$ cat src/rtl/crc16_chk_stats.sv
// Saturating pass/fail frame counters for the link-status block.
// Counters advance on the edge that samples the verdict strobe; a clear
// request on that same edge takes priority over the increment.
module crc16_chk_stats #(
  parameter int CNT_W = 16
) (
  input  logic             clk_in,
  input  logic             rst_n,
  input  logic             done,
  input  logic             ok,
  input  logic             cnt_clr,
  output logic [CNT_W-1:0] ok_cnt,
  output logic [CNT_W-1:0] err_cnt
);

  // Index 0 counts passing frames, index 1 counts failing frames.
  logic [1:0]            inc;
  logic [1:0][CNT_W-1:0] cnt_q;

  assign inc = {done & ~ok, done & ok};

  for (genvar gi = 0; gi < 2; gi++) begin : g_cnt
    logic [CNT_W-1:0] cnt_reg;

    // Saturating counter with clear priority over increment.
    always_ff @(posedge clk_in or negedge rst_n) begin
      if (!rst_n) begin
        cnt_reg <= '0;
      end else if (cnt_clr) begin
        cnt_reg <= '0;
      end else if (inc[gi] && (cnt_reg != {CNT_W{1'b1}})) begin
        cnt_reg <= cnt_reg + CNT_W'(1);
      end
    end

    assign cnt_q[gi] = cnt_reg;
  end

  assign ok_cnt  = cnt_q[0];
  assign err_cnt = cnt_q[1];

endmodule

$ cat config.mk
export PLATFORM = sky130hd
export DESIGN_NAME = crc16_chk_stats
export DESIGN_NICKNAME = d
export VERILOG_FILES = /design/src/rtl/crc16_chk_stats.sv
export SDC_FILE = /design/constraint.sdc
export NUM_CORES = 1
export LEC_CHECK = 0
export BUFFER_PORTS_ARGS = -buffer_cell sky130_fd_sc_hd__buf_2
export CAP_MARGIN = 20
export CORE_MARGIN = 1.5
export CORE_UTILIZATION = 54
export CTS_CLUSTER_SIZE = 14
export DETAILED_ROUTE_END_ITERATION = 7
export GPL_ROUTABILITY_DRIVEN = 0
export MAX_ROUTING_LAYER = met4
export PLACE_DENSITY = 0.86
export SYNTH_ARGS = -nofsm -noshare
export SYNTH_HDL_FRONTEND = slang
export SYNTH_SLANG_ARGS = --single-unit
$ cat constraint.sdc
create_clock -name clk_in -period 2.2 [get_ports clk_in]
set_clock_uncertainty 0.05 [all_clocks]
set_input_delay 0.22 -clock clk_in [delete_from_list [all_inputs] [get_ports clk_in]]
set_output_delay 0.22 -clock clk_in [all_outputs]
set_load 0.03 [all_outputs]
Yosys cells after proc, flatten, opt, wreduce, memory -nomap -nowiden --
Cells that the tools add are included.
Cells by class: add/subtract/negate cells 2, eq/ne operators 2, mux-type cells 4, bitwise logic cells 3, reductions and logical operators 4
Operators with widths (number):
- two-way mux 16 bit | 4
- adder 16 x 1 -> 16 bit (second input constant) | 2
- inequality test 16 bit (second input constant) | 2
- nonzero test 2 bit | 2
- bitwise AND 1 bit | 2
- logical AND 1 bit | 2
- NOT 1 bit | 1
Storage, ports and cells: register bits after elaboration 32, input port bits 5, logic and storage cells 17

Logic depth before layout (Yosys ltp) --
depth in word-level cells 5, mapped depth 6, mapped depth without buffers 5

Worst setup path after synthesis --
No wires, ideal clock.
path kind register -> register, start point register g_cnt[0].cnt_reg[0] (netlist: ok_cnt[0]), end point register g_cnt[0].cnt_reg[10] (netlist: ok_cnt[10]), library setup time 0.078 ns, arrival 2.065 ns, setup slack 0.007 ns, stages on the path, launching flop included 7, cell sequence dfrtp_1 -> ha_1 -> nand4_1 -> or3_1 -> clkbuf_1 -> or4_1 -> a21oi_1
Between the ends: word-level cells in the longest chain between the ends 3, elaborated cells on any way between the ends 6
Ends and longest elaborated chain:
- start, declared | RTL line 23 | logic [CNT_W-1:0] cnt_reg;
- start signal, assigned | RTL line 32 | cnt_reg <= cnt_reg + CNT_W'(1);
- adder 16 x 1 -> 16 bit / inequality test 16 bit (equally long branches) | RTL line 32, 31
- two-way mux 16 bit / logical AND 1 bit (equally long branches) | RTL line 31 | end else if (inc[gi] && (cnt_reg != {CNT_W{1'b1}})) begin
- two-way mux 16 bit / nonzero test 2 bit (equally long branches)
Several ways; a longest one is shown, not always the timed one. The select of a mux whose other input is x is not followed. A chain may end at the register's enable or synchronous reset.

Final worst setup path --
start point register g_cnt[0].cnt_reg[5] (netlist: ok_cnt[5]), end point register g_cnt[0].cnt_reg[15] (netlist: ok_cnt[15])
Same word-level chain as after synthesis.

==> metrics <==
Port-buffer cells 36; Tot Pwr 1.05 mW; Die ar. 3740 sq um; CTS Sinks 32; Die Span X 61.1 microns; clock buffer depth 2; share of power burned in registers 57.0%; CTS tree built; hold path depth 4; startpoint types flip-flop; WP data arrival 2.24 ns; Tmin final 2.03 ns; final setup fails 0; Sequential cell area 802 sq um; All-Layer GR Usage 27.3%; Initial Utilization 58.4%; clock power share 36.4%; largest net degree at the start of global routing 34; initial antenna violation count 0; RSZ-0062 raised after global routing false; R2R cell count 4; # fillers 258; share of cells above drive strength 1 24.9%; via count 1862; average wire per standard cell 14.7 microns; antenna cells 0; Die Span Y 61.1 microns; dominant cell type by area after synthesis dfrtp_1; area of the multi-input gates 968 sq um; vias in the first global route 1621; P_int 0.793 mW; status finished, final reports clean; Clock transition at path regs 0.10 ns; Post-CTS Setup Bufs 0; worst vdd ir 432 uV; f_max 491 MHz; TritonCTS buffer count 5; grt ovf 0; Vias/cell 6.19; Ports 37; yosys synthesis warning count 0; Yosys top cell area share 43.9%; logic gate share of total power 6.6%; Crit. End Element flip-flop; DR iter-0 viols 164; post-DP HPWL 3.03 mm; Max Fanout on Critical Path 8; Setup WS pre-CTS 0.180 ns; Final Hold Viols 0; Yosys reg bits 32; antenna viol nets, final 0; Core Region 3130 sq um; most frequent cells in the layout buf_2, dfrtp_1, a21oi_1, o21ai_0, or3_1; 1st-pass router iterations 4; setup_tns 0 ns; clk root buf clkbuf_4; sequential area share after synthesis 43.9%; H-tree levels 2; first-pass GRT wire length 7.40 mm; NetSw 0.253 mW; Worst Slack Setup Final 0.165 ns; Post-Syn Nets 216; fin crit share 92.5%; final net count 264; max capacitance violation total 0; pwr dens 474 nW/um^2; area grow syn2layout 21.0%; Cell Rows 20; syn_area_per_cell 8.73 sq um; post-synth cell types 32; Mapped Area 1830 sq um; measured slew at the worst slew-check pin 0.703 ns; sw frac 24.2%; Slew Limit Fails 0; # DRC 0; CP required 2.41 ns; Synth Instances 209; clock latency on the worst-skew pair 0.34 ns; most common cell after layout, fill and taps aside buf_2; DRT Wirelength 4.43 mm; critical path type flip-flop to flip-flop; main area contributors after synthesis dfrtp_1, a21oi_1, or3_1, o21ai_0, o31ai_1; WHS 0.275 ns; Hold Crit Class input port to flip-flop; slew margin rel. 53.2%; Pleak 0.935 nW
[cells by family (layout without fill, tap and decap cells)]
group / after synthesis / in the layout / share of synthesized area (%)
AOI/OAI and AO/OA: 56 / 56 / 17.7
muxes: 3 / 3 / 1.85
adders and majority gates: 2 / 2 / 1.37
buffers and inverters: 16 / 64 / 3.36
DFF: 32 / 32 / 43.9
and+or+nand+nor: 100 / 100 / 31.9
[critical path: stages, from the launching register on]
cell and delay, ns:
dfrtp_1 0.42, nand3_1 0.13, or4_1 0.63, or4b_1 0.56
a21oi_1 0.17
[layout make-up]
class	instances	share of cell area [%]
Timing Repair Buffer	51	13.4
Inverter	6	1.02
Multi-Input combinational cell	161	43.9
Clock buffer	7	2.95
Tap cell	44	2.49
Sequential cell	32	36.3
[stage by stage]
step	util (%)	instance area [sq um]	instances
after global routing	70.6	2210	301
after floorplan	-	1830	209
after CTS	70.4	2200	301
after global placement	68.0	2130	293
final	70.6	2210	301
after detailed placement	68.0	2130	293
[flip-flops by register name, summed over array words and instances, names as in the netlist]
signal and flops:
err_cnt 16, ok_cnt 16
[repair_timing]
action | 4_1_cts | 5_1_grt
endpoints found under the hold margin | 32 | 0
resized for setup | 0 | 2
setup endpoints to repair | 0 | 1
hold buffers | 1 | 0
[power groups by stage]
stage,Combinational [mW],Sequential [mW],Clock [mW]
3_3_place_gp,0.0677,0.606,0
4_1_cts,0.0697,0.595,0.387
3_5_place_dp,0.0681,0.607,0
2_1_floorplan,0.0242,0.615,0
5_1_grt,0.0777,0.596,0.415
6_report,0.0691,0.596,0.381
[synth_stat cells, drive strengths merged]
| cell | count |
|---|---|
| o31ai | 10 |
| buf | 1 |
| mux2 | 3 |
| dfrtp | 32 |
| nor2b | 7 |
| or4b | 1 |
| o41ai | 4 |
| ha | 2 |
| nor3b | 1 |
| or2 | 1 |
| a21oi | 24 |
| nand2 | 15 |
| nand3 | 13 |
| clkbuf | 9 |
| nor2 | 7 |
| nand4 | 11 |
| nor4 | 8 |
| and2 | 1 |
| or4 | 7 |
| or3 | 17 |
| inv | 6 |
| nor3 | 4 |
| and4 | 4 |
| a211oi | 1 |
| and3 | 1 |
| o21ai | 17 |
| nand2b | 1 |
| and3b | 1 |
[metal layers]
metal / up-vias / track usage, % / share of wire, %
met2: 66 / 39.7 / 47
met3: 4 / 7.77 / 6.5
li1: 900 / - / -
met4: 0 / 8.39 / 0.77
met5: - / - / 0
met1: 892 / 36.9 / 46
[final timing paths]
kind                        startpoint  slack, ns           to
max in group asynchronous        rst_n       1.21    ok_cnt[0]
min reg2reg                err_cnt[12]       0.52  err_cnt[12]
min                               done       0.28    ok_cnt[2]
max                          ok_cnt[5]       0.17   ok_cnt[15]
max reg2reg                  ok_cnt[5]       0.17   ok_cnt[15]
min in group asynchronous        rst_n       0.41    ok_cnt[2]
(Power assumes the default switching activity.)
